--- src/rtl/async_fifo_pkg.sv ---
// Shared definitions for the dual-clock FIFO: default widths and Gray-code helpers.
// The helpers work on a wide vector and only consider the low 'w' bits.
package async_fifo_pkg;

    localparam int ADDR_WIDTH_DEF = 4;
    localparam int DATA_WIDTH_DEF = 8;
    localparam int GRAY_MAX_W     = 32;

    function automatic logic [GRAY_MAX_W-1:0] bin2gray(
        input logic [GRAY_MAX_W-1:0] b,
        input int                    w
    );
        logic [GRAY_MAX_W-1:0] m;
        m = '0;
        for (int i = 0; i < GRAY_MAX_W; i++) begin
            if (i < w) m[i] = 1'b1;
        end
        return (b & m) ^ ((b & m) >> 1);
    endfunction

    function automatic logic [GRAY_MAX_W-1:0] gray2bin(
        input logic [GRAY_MAX_W-1:0] g,
        input int                    w
    );
        logic [GRAY_MAX_W-1:0] b;
        logic                  acc;
        b   = '0;
        acc = 1'b0;
        for (int i = GRAY_MAX_W - 1; i >= 0; i--) begin
            acc  = (i < w) ? (acc ^ g[i]) : 1'b0;
            b[i] = acc;
        end
        return b;
    endfunction

endpackage

--- src/rtl/sync_2ff.sv ---
// Two-flop synchroniser with synchronous reset to zero; no logic between the stages.
module sync_2ff #(
    parameter int WIDTH = 5
) (
    input  logic             clk_i,
    input  logic             rst_i,
    input  logic [WIDTH-1:0] d_i,
    output logic [WIDTH-1:0] q_o
);

    logic [WIDTH-1:0] q1_q;
    logic [WIDTH-1:0] q2_q;

    always_ff @(posedge clk_i) begin
        if (rst_i) begin
            q1_q <= '0;
            q2_q <= '0;
        end else begin
            q1_q <= d_i;
            q2_q <= q1_q;
        end
    end

    assign q_o = q2_q;

endmodule

--- src/rtl/async_fifo_rd_ctrl.sv ---
// Read-side controller of the dual-clock FIFO: read pointer, synchronised write
// pointer, registered empty/almost_empty/occupancy, read data capture and underflow.
module async_fifo_rd_ctrl
    import async_fifo_pkg::*;
#(
    parameter int DEPTH               = 2 ** ADDR_WIDTH_DEF,
    parameter int ADDR_WIDTH          = ADDR_WIDTH_DEF,
    parameter int DATA_WIDTH          = DATA_WIDTH_DEF,
    parameter int ALMOST_EMPTY_THRESH = 2
) (
    input  logic                  rd_clk,
    input  logic                  reset,
    input  logic                  rd_en,
    input  logic [ADDR_WIDTH:0]   gray_write_ptr,
    input  logic [DATA_WIDTH-1:0] mem_rd_data,
    output logic [ADDR_WIDTH-1:0] rd_addr,
    output logic [ADDR_WIDTH:0]   gray_read_ptr,
    output logic [DATA_WIDTH-1:0] rd_data,
    output logic                  rd_valid,
    output logic                  empty,
    output logic                  almost_empty,
    output logic [ADDR_WIDTH:0]   rd_count,
    output logic                  underflow
);

    localparam int PTR_W = ADDR_WIDTH + 1;

    if (DEPTH != 2 ** ADDR_WIDTH) begin : g_depth_check
        $error("async_fifo_rd_ctrl: DEPTH must equal 2**ADDR_WIDTH");
    end

    logic [PTR_W-1:0]      wq2;
    logic [PTR_W-1:0]      rd_bin_q, rd_bin_d;
    logic [PTR_W-1:0]      rd_gray_q, rd_gray_d;
    logic [PTR_W-1:0]      wr_bin;
    logic [PTR_W-1:0]      occ_d;
    logic [DATA_WIDTH-1:0] rd_data_q;
    logic                  rd_valid_q;
    logic                  empty_q, empty_d;
    logic                  aempty_q, aempty_d;
    logic [PTR_W-1:0]      count_q;
    logic                  underflow_q;
    logic                  rd_acc;

    sync_2ff #(
        .WIDTH (PTR_W)
    ) u_wptr_sync (
        .clk_i (rd_clk),
        .rst_i (reset),
        .d_i   (gray_write_ptr),
        .q_o   (wq2)
    );

    // Flags are computed from the post-read pointer so the last read empties on its own edge.
    always_comb begin
        rd_acc    = rd_en & ~empty_q;
        rd_bin_d  = rd_bin_q + {{(PTR_W-1){1'b0}}, rd_acc};
        rd_gray_d = PTR_W'(bin2gray(GRAY_MAX_W'(rd_bin_d), PTR_W));
        wr_bin    = PTR_W'(gray2bin(GRAY_MAX_W'(wq2), PTR_W));
        occ_d     = wr_bin - rd_bin_d;
        empty_d   = (rd_gray_d == wq2);
        aempty_d  = (occ_d <= PTR_W'(ALMOST_EMPTY_THRESH));
    end

    always_ff @(posedge rd_clk) begin
        if (reset) begin
            rd_bin_q    <= '0;
            rd_gray_q   <= '0;
            rd_data_q   <= '0;
            rd_valid_q  <= 1'b0;
            empty_q     <= 1'b1;
            aempty_q    <= 1'b1;
            count_q     <= '0;
            underflow_q <= 1'b0;
        end else begin
            rd_bin_q   <= rd_bin_d;
            rd_gray_q  <= rd_gray_d;
            rd_valid_q <= rd_acc;
            if (rd_acc) begin
                rd_data_q <= mem_rd_data;
            end
            empty_q  <= empty_d;
            aempty_q <= aempty_d;
            count_q  <= occ_d;
            if (rd_en & empty_q) begin
                underflow_q <= 1'b1;
            end
        end
    end

    assign rd_addr       = rd_bin_q[ADDR_WIDTH-1:0];
    assign gray_read_ptr = rd_gray_q;
    assign rd_data       = rd_data_q;
    assign rd_valid      = rd_valid_q;
    assign empty         = empty_q;
    assign almost_empty  = aempty_q;
    assign rd_count      = count_q;
    assign underflow     = underflow_q;

endmodule

--- config.mk ---
export PLATFORM = sky130hd
export DESIGN_NAME = async_fifo_rd_ctrl
export DESIGN_NICKNAME = d
export VERILOG_FILES = /design/src/rtl/async_fifo_pkg.sv /design/src/rtl/sync_2ff.sv /design/src/rtl/async_fifo_rd_ctrl.sv
export SDC_FILE = /design/constraint.sdc
export NUM_CORES = 1
export LEC_CHECK = 0
export CORE_MARGIN = 8
export CORE_UTILIZATION = 50
export DETAILED_ROUTE_END_ITERATION = 12
export GPL_ROUTABILITY_DRIVEN = 0
export PLACE_DENSITY_LB_ADDON = 0.08
export SYNTH_ARGS = -nofsm -noshare
export SYNTH_HDL_FRONTEND = slang
export SYNTH_SLANG_ARGS = --single-unit
--- constraint.sdc ---
create_clock -name rd_clk -period 5.58 [get_ports rd_clk]
set_input_delay 1.116 -clock rd_clk [delete_from_list [all_inputs] [get_ports rd_clk]]
set_output_delay 1.116 -clock rd_clk [all_outputs]
set_load 0.02 [all_outputs]
==> flow_summary.yaml, run 1 <==
run_status:
  outcome: "finished clean"
power_and_ir_drop:
  power_uw: 564
  p_seq_share_pct: 50.6
  internal_power_uw: 410
  swShare_pct: 27.4
  p_switching_uw: 154
  p_leak_nw: 0.779
  combinationalPowerShare_pct: 24.3
  vdd_drop_max_mv: 0.224
  p_clk_share_pct: 25.2
  powerDensity_nw_per_um2: 288
finish:
  final_common_cell: "clkdlybuf4s50_1"
  final_cell_mix: "41 x clkdlybuf4s50_1, 36 x dfxtp_1, 17 x nand2_1"
  drive_gt1_share_pct: 5.76
  syn_to_final_growth_pct: 33.0
  nNetsFinal: 213
  postLayoutCellArea_um2: 1960
  antenna_cells: 0
  ff_latch_area_um2: 721
  multiInputGateArea_um2: 711
  n_fill_cell: 229
synth:
  synthArstFlopShare_pct: 0
  synth-seq-area-share_pct: 48.9
  yosys_warnings: 0
  synth_area_per_cell_um2: 9.95
  ys.flop_type: "dfxtp_1"
  synth_cell_types: 32
  yosysTopAreaCellShare_pct: 48.9
  syn_area_um2: 1470
  synth_edf_count: 0
  synth_nets: 171
  synthTopCellsByArea: "dfxtp_1 49%, nor2b_1 5.9%, xor2_1 5.9%"
  synth_cells: 148
  yosysTopAreaCell: "dfxtp_1"
  synth-seq-cells: 36
sta:
  setup_viol: 0
  final_min_period_over_clock_period_pct: 72.0
  timing.fmax_mhz: 249
  worst_slew_pin_slew_ps: 1160
  fin_crit_ps: 4020
  slew_viol_final: 0
  rsz0062_at_grt: "no"
  tns_ps: 0
  finalHoldViolCount: 0
  slew-limit-headroom_pct: 22.5
  fin_skew_ps: 8.21
clock_network:
  htreeDepth: 2
  cts.sinks: 36
  ctsResizeCount: 0
  cts_setup_buffers: 0
  cts_buffer_depth: 2
  clock_latency_ps: 330
  cts_tree: "built"
  cts_inserted_buffers: 5
  cts_hold_buf: 0
  cts_root_buffer: "clkbuf_4"
  clk_pin_slew_ps: 100
hold_path:
  min_from: "u_wptr_sync.q1_q[0]"
  holdPathStages: 1
  holdPathEnd: "u_wptr_sync.q_o[0]"
  worstHoldPathType: "reg2reg"
global_routing:
  grt_max_degree: 36
  grt_pass1_vias: 1137
  grt_antenna_before_repair: 0
  track_usage_pct: 12.8
  grt_pass1_wl_um: 5040
  grt.overflow.total: 0
critical_path:
  criticalPathCategory: "in2reg"
  reg2reg_to: "almost_empty"
  reg2reg_depth: 10
  endpoint_kind: "flop"
  regToRegSetupSlack_ps: 2360
  start_kind: "input pin"
  cp.required_ps: 5820
  reg2reg_from: "u_wptr_sync.q_o[4]"
  cp.arrival_ps: 4260
  cp_max_fo: 10
place:
  port_buffers: 41
  place_area_um2: 1900
  dpl.hpwl_um: 2270
run:
  max-cap-violations: 0
drt:
  drt_iter0_markers: 87
  route.detailed.wl_per_inst_um: 13.3
  via_per_inst: 5.05
  route.detailed.drc: 0
  ant_nets: 0
  wl_um: 2950
  first_pass_iters: 4
  num_vias: 1121
floorplan:
  num_rows: 19
  start_util_pct: 52.9
  ioPinCount: 42
  die_h_um: 70.3
  die-area_um2: 4940
  die_x_um: 70.3
  design.core.area_um2: 2780
-- power by group through the flow --
stage	Clock [mW]	Combinational (mW)	Sequential, mW
finish	0.142	0.137	0.285
global route	0.157	0.150	0.287
CTS	0.146	0.139	0.286
detailed placement	0	0.138	0.292
global placement	0	0.135	0.291
floorplan	0	0.0602	0.312
-- logic make-up (layout without fill, tap and decap cells) --
kind of cell / count (synthesis) / in the layout / synth area share, %
and+or+nand+nor: 55 / 55 / 18.5
DFF: 36 / 36 / 48.9
xor gates and xnor gates: 21 / 21 / 14.5
adders and majority gates: 7 / 7 / 6.46
AOI/OAI and AO/OA: 17 / 17 / 8.07
buffers and inverters: 11 / 54 / 2.80
muxes: 1 / 1 / 0.680
-- Yosys cell counts, types with 2 or more instances --
library cell	count
nor2b_1	14
ha_1	6
dfxtp_1	36
nor2_1	12
inv_2	2
xor2_1	10
nand3_1	2
nand2_1	17
inv_1	3
clkbuf_1	6
a21oi_1	9
and2_1	3
xnor2_1	9
-- worst max-delay path, cell delays in order --
cell	delay (ps)
clkdlybuf4s50_1	480
nand2b_1	220
inv_2	230
ha_1	270
xor2_1	330
inv_2	130
fa_1	480
and2_1	180
a221o_1	320
xor2_1	160
a2111oi_2	360
-- worst max-delay path by stage --
stage,start,endpoint,slack (ps)
finish,rd_en,almost_empty,1560
global route,rd_en,almost_empty,1330
CTS,rd_en,almost_empty,1560
detailed placement,rd_en,almost_empty,1220
global placement,rd_en,almost_empty,1320
floorplan,rd_en,almost_empty,1870
-- area by class of cell --
type	count	share of cell area [%]
flip-flops and latches	36	36.8
multi-input cells	101	36.3
repair buffers	41	21.0
clock buffers	8	3.00
well taps	31	1.98
inverters	5	0.958
-- flip-flops by register name, summed over array words and instances (netlist names) --
| register | count |
|---|---|
| almost_empty | 1 |
| empty | 1 |
| gray_read_ptr | 4 |
| rd_bin_q | 5 |
| rd_count | 5 |
| rd_data | 8 |
| rd_valid | 1 |
| u_wptr_sync.q1_q | 5 |
| u_wptr_sync.q_o | 5 |
| underflow | 1 |
-- layer usage --
metal	part of all wire, %	up-vias	wire [µm]	track usage [%]
met5	0	-	0	0
met4	3.2	0	95	8.71
met2	49	27	1460	20.9
met1	42	520	1240	13.2
met3	5.5	10	162	4.94
li1	-	564	-	-
-- metrics by stage --
step | utilization, % | setup slack (ps) | hold WS (ps) | cells
floorplan | - | 1870 | 414 | 148
global placement | 68.3 | 1320 | 420 | 214
detailed placement | 68.3 | 1220 | 427 | 214
CTS | 70.4 | 1560 | 450 | 222
global route | 70.4 | 1330 | 461 | 222
finish | 70.4 | 1560 | 442 | 222
Power figures use the tool's default switching activity.
==> run 2: changes to the inputs <==
Settings changed: CORE_UTILIZATION 50 to 46.
Clock period 5.58 ns to 4 ns, I/O delays scaled along.
==> run 2 against run 1 <==
Compared with the run above:
- sequential share of layout area decreased by 1.0 points
- sequential power increased by 40%
- routed wire length increased by 3.0%
- global-route usage about the same
- count of clock-buffer cells in the layout decreased by 2
- die area increased by 6.7%
- utilization decreased by 4.4 points
- power increased by 49%
- worst hold slack improved by 5.2 ps
- via count increased by 0.89%
- worst setup slack got worse by 950 ps
- critical path type unchanged
- largest power group unchanged
==> flow_summary.yaml, run 2 (synthesis results as in run 1) <==
floorplan:
  start_util_pct: 48.2
  die_h_um: 72.6
  design.core.area_um2: 3050
  die-area_um2: 5270
  die_x_um: 72.6
  num_rows: 20
  ioPinCount: 42
run_status:
  outcome: "finished clean"
sta:
  slew_viol_final: 0
  timing.fmax_mhz: 295
  tns_ps: 0
  setup_viol: 0
  slew-limit-headroom_pct: 67.3
  fin_crit_ps: 3390
  final_min_period_over_clock_period_pct: 84.8
  fin_skew_ps: 3.83
  finalHoldViolCount: 0
  fin_ws_ps: 609
  rsz0062_at_grt: "no"
  worst_slew_pin_slew_ps: 486
power_and_ir_drop:
  swShare_pct: 26.4
  p_leak_nw: 0.803
  internal_power_uw: 619
  powerDensity_nw_per_um2: 417
  vdd_drop_max_mv: 0.263
  combinationalPowerShare_pct: 23.2
  p_clk_share_pct: 29.5
  p_switching_uw: 222
  p_seq_share_pct: 47.3
  power_uw: 841
critical_path:
  startpoint: "rd_en"
  reg2reg_to: "almost_empty"
  criticalPathCategory: "in2reg"
  regToRegSetupSlack_ps: 750
  cp.arrival_ps: 3640
  reg2reg_depth: 10
  endpoint_kind: "flop"
  cp.required_ps: 4250
  crit_end: "almost_empty"
  reg2reg_from: "u_wptr_sync.q_o[4]"
  cp_max_fo: 5
  start_kind: "input pin"
finish:
  antenna_cells: 0
  syn_to_final_growth_pct: 36.8
  largest_reg_flops: 8
  nNetsFinal: 216
  drive_gt1_share_pct: 7.73
  final_cells: 238
  fin_util_pct: 66.0
  final_cell_mix: "41 x clkdlybuf4s50_1, 36 x dfxtp_1, 17 x nand2_1"
  final_common_cell: "clkdlybuf4s50_1"
clock_network:
  ctsResizeCount: 0
  cts_buffer_depth: 2
  cts_tree: "built"
  cts_inserted_buffers: 5
  clock_latency_ps: 340
  cts.sinks: 36
  htreeDepth: 2
  cts_hold_buf: 0
  cts_root_buffer: "clkbuf_4"
  cts_setup_buffers: 0
  clk_pin_slew_ps: 100
global_routing:
  grt_pass1_wl_um: 5200
  grt_antenna_before_repair: 0
  track_usage_pct: 12.7
  grt_max_degree: 27
  grt.overflow.total: 0
  grt_pass1_vias: 1149
place:
  place_inst: 230
  dpl.hpwl_um: 2380
  port_buffers: 41
  pre_cts_ws_ps: 257
drt:
  first_pass_iters: 4
  drt_iter0_markers: 67
  route.detailed.wl_per_inst_um: 12.8
  route.detailed.drc: 0
  wl_um: 3040
  via_per_inst: 4.75
  num_vias: 1131
  ant_nets: 0
run:
  max-cap-violations: 0
hold_path:
  worstHoldPathType: "reg2reg"
## run 2: changes by cell type in the layout (fill, tap and decap cells not counted)
cell,delta
buf_4,+3
bufinv_16,+1
clkbuf_1,-1
clkbuf_8,-1
clkinv_2,+1
## run 2: power by group through the flow
stage               Sequential, mW  Clock (mW)  Combinational, mW
finish                       0.398       0.248              0.195
global route                 0.401       0.276              0.212
CTS                          0.398       0.257              0.197
detailed placement           0.406           0              0.197
global placement             0.405           0              0.192
floorplan                    0.435           0             0.0840
## run 2: per-layer routing
metal / track usage [%] / up-vias / wire [µm]
li1: - / 566 / -
met1: 13.1 / 524 / 1200
met2: 20.9 / 32 / 1520
met3: 5.91 / 9 / 241
met4: 7.33 / 0 / 82
met5: 0 / - / 0
## run 2: worst min-delay path by stage
| stage | startpoint | to | slack [ps] | cells after the start |
|---|---|---|---|---|
| floorplan | u_wptr_sync.q1_q[0] | u_wptr_sync.q_o[0] | 410 | 1 |
| global placement | u_wptr_sync.q1_q[1] | u_wptr_sync.q_o[1] | 420 | 1 |
| detailed placement | u_wptr_sync.q1_q[3] | u_wptr_sync.q_o[3] | 430 | 1 |
| CTS | u_wptr_sync.q1_q[3] | u_wptr_sync.q_o[3] | 450 | 1 |
| global route | u_wptr_sync.q1_q[3] | u_wptr_sync.q_o[3] | 480 | 1 |
| finish | u_wptr_sync.q1_q[2] | u_wptr_sync.q_o[2] | 450 | 1 |
## run 2: through the flow
step | hold WS [ps] | cell area, µm²
after global placement | 423 | 1940
after global routing | 476 | 2010
after floorplan | 414 | 1470
final | 448 | 2010
after CTS | 452 | 2010
after detailed placement | 426 | 1940
## run 2: worst max-delay path: stages
cell	delay (ps)
clkdlybuf4s50_1	480
nand2b_1	90
inv_2	70
ha_1	230
xor2_1	340
inv_2	130
fa_1	490
and2_1	180
a221o_1	320
xor2_1	160
a2111oi_2	350
## run 2: cell type report
type	instances	area (µm²)
Inverter	5	18.8
Fill cell	259	1040
Timing Repair Buffer	44	433
Sequential cell	36	721
Multi-Input combinational cell	101	711
Clock inverter	2	35.0
Clock buffer	6	41.3
Tap cell	44	55.1
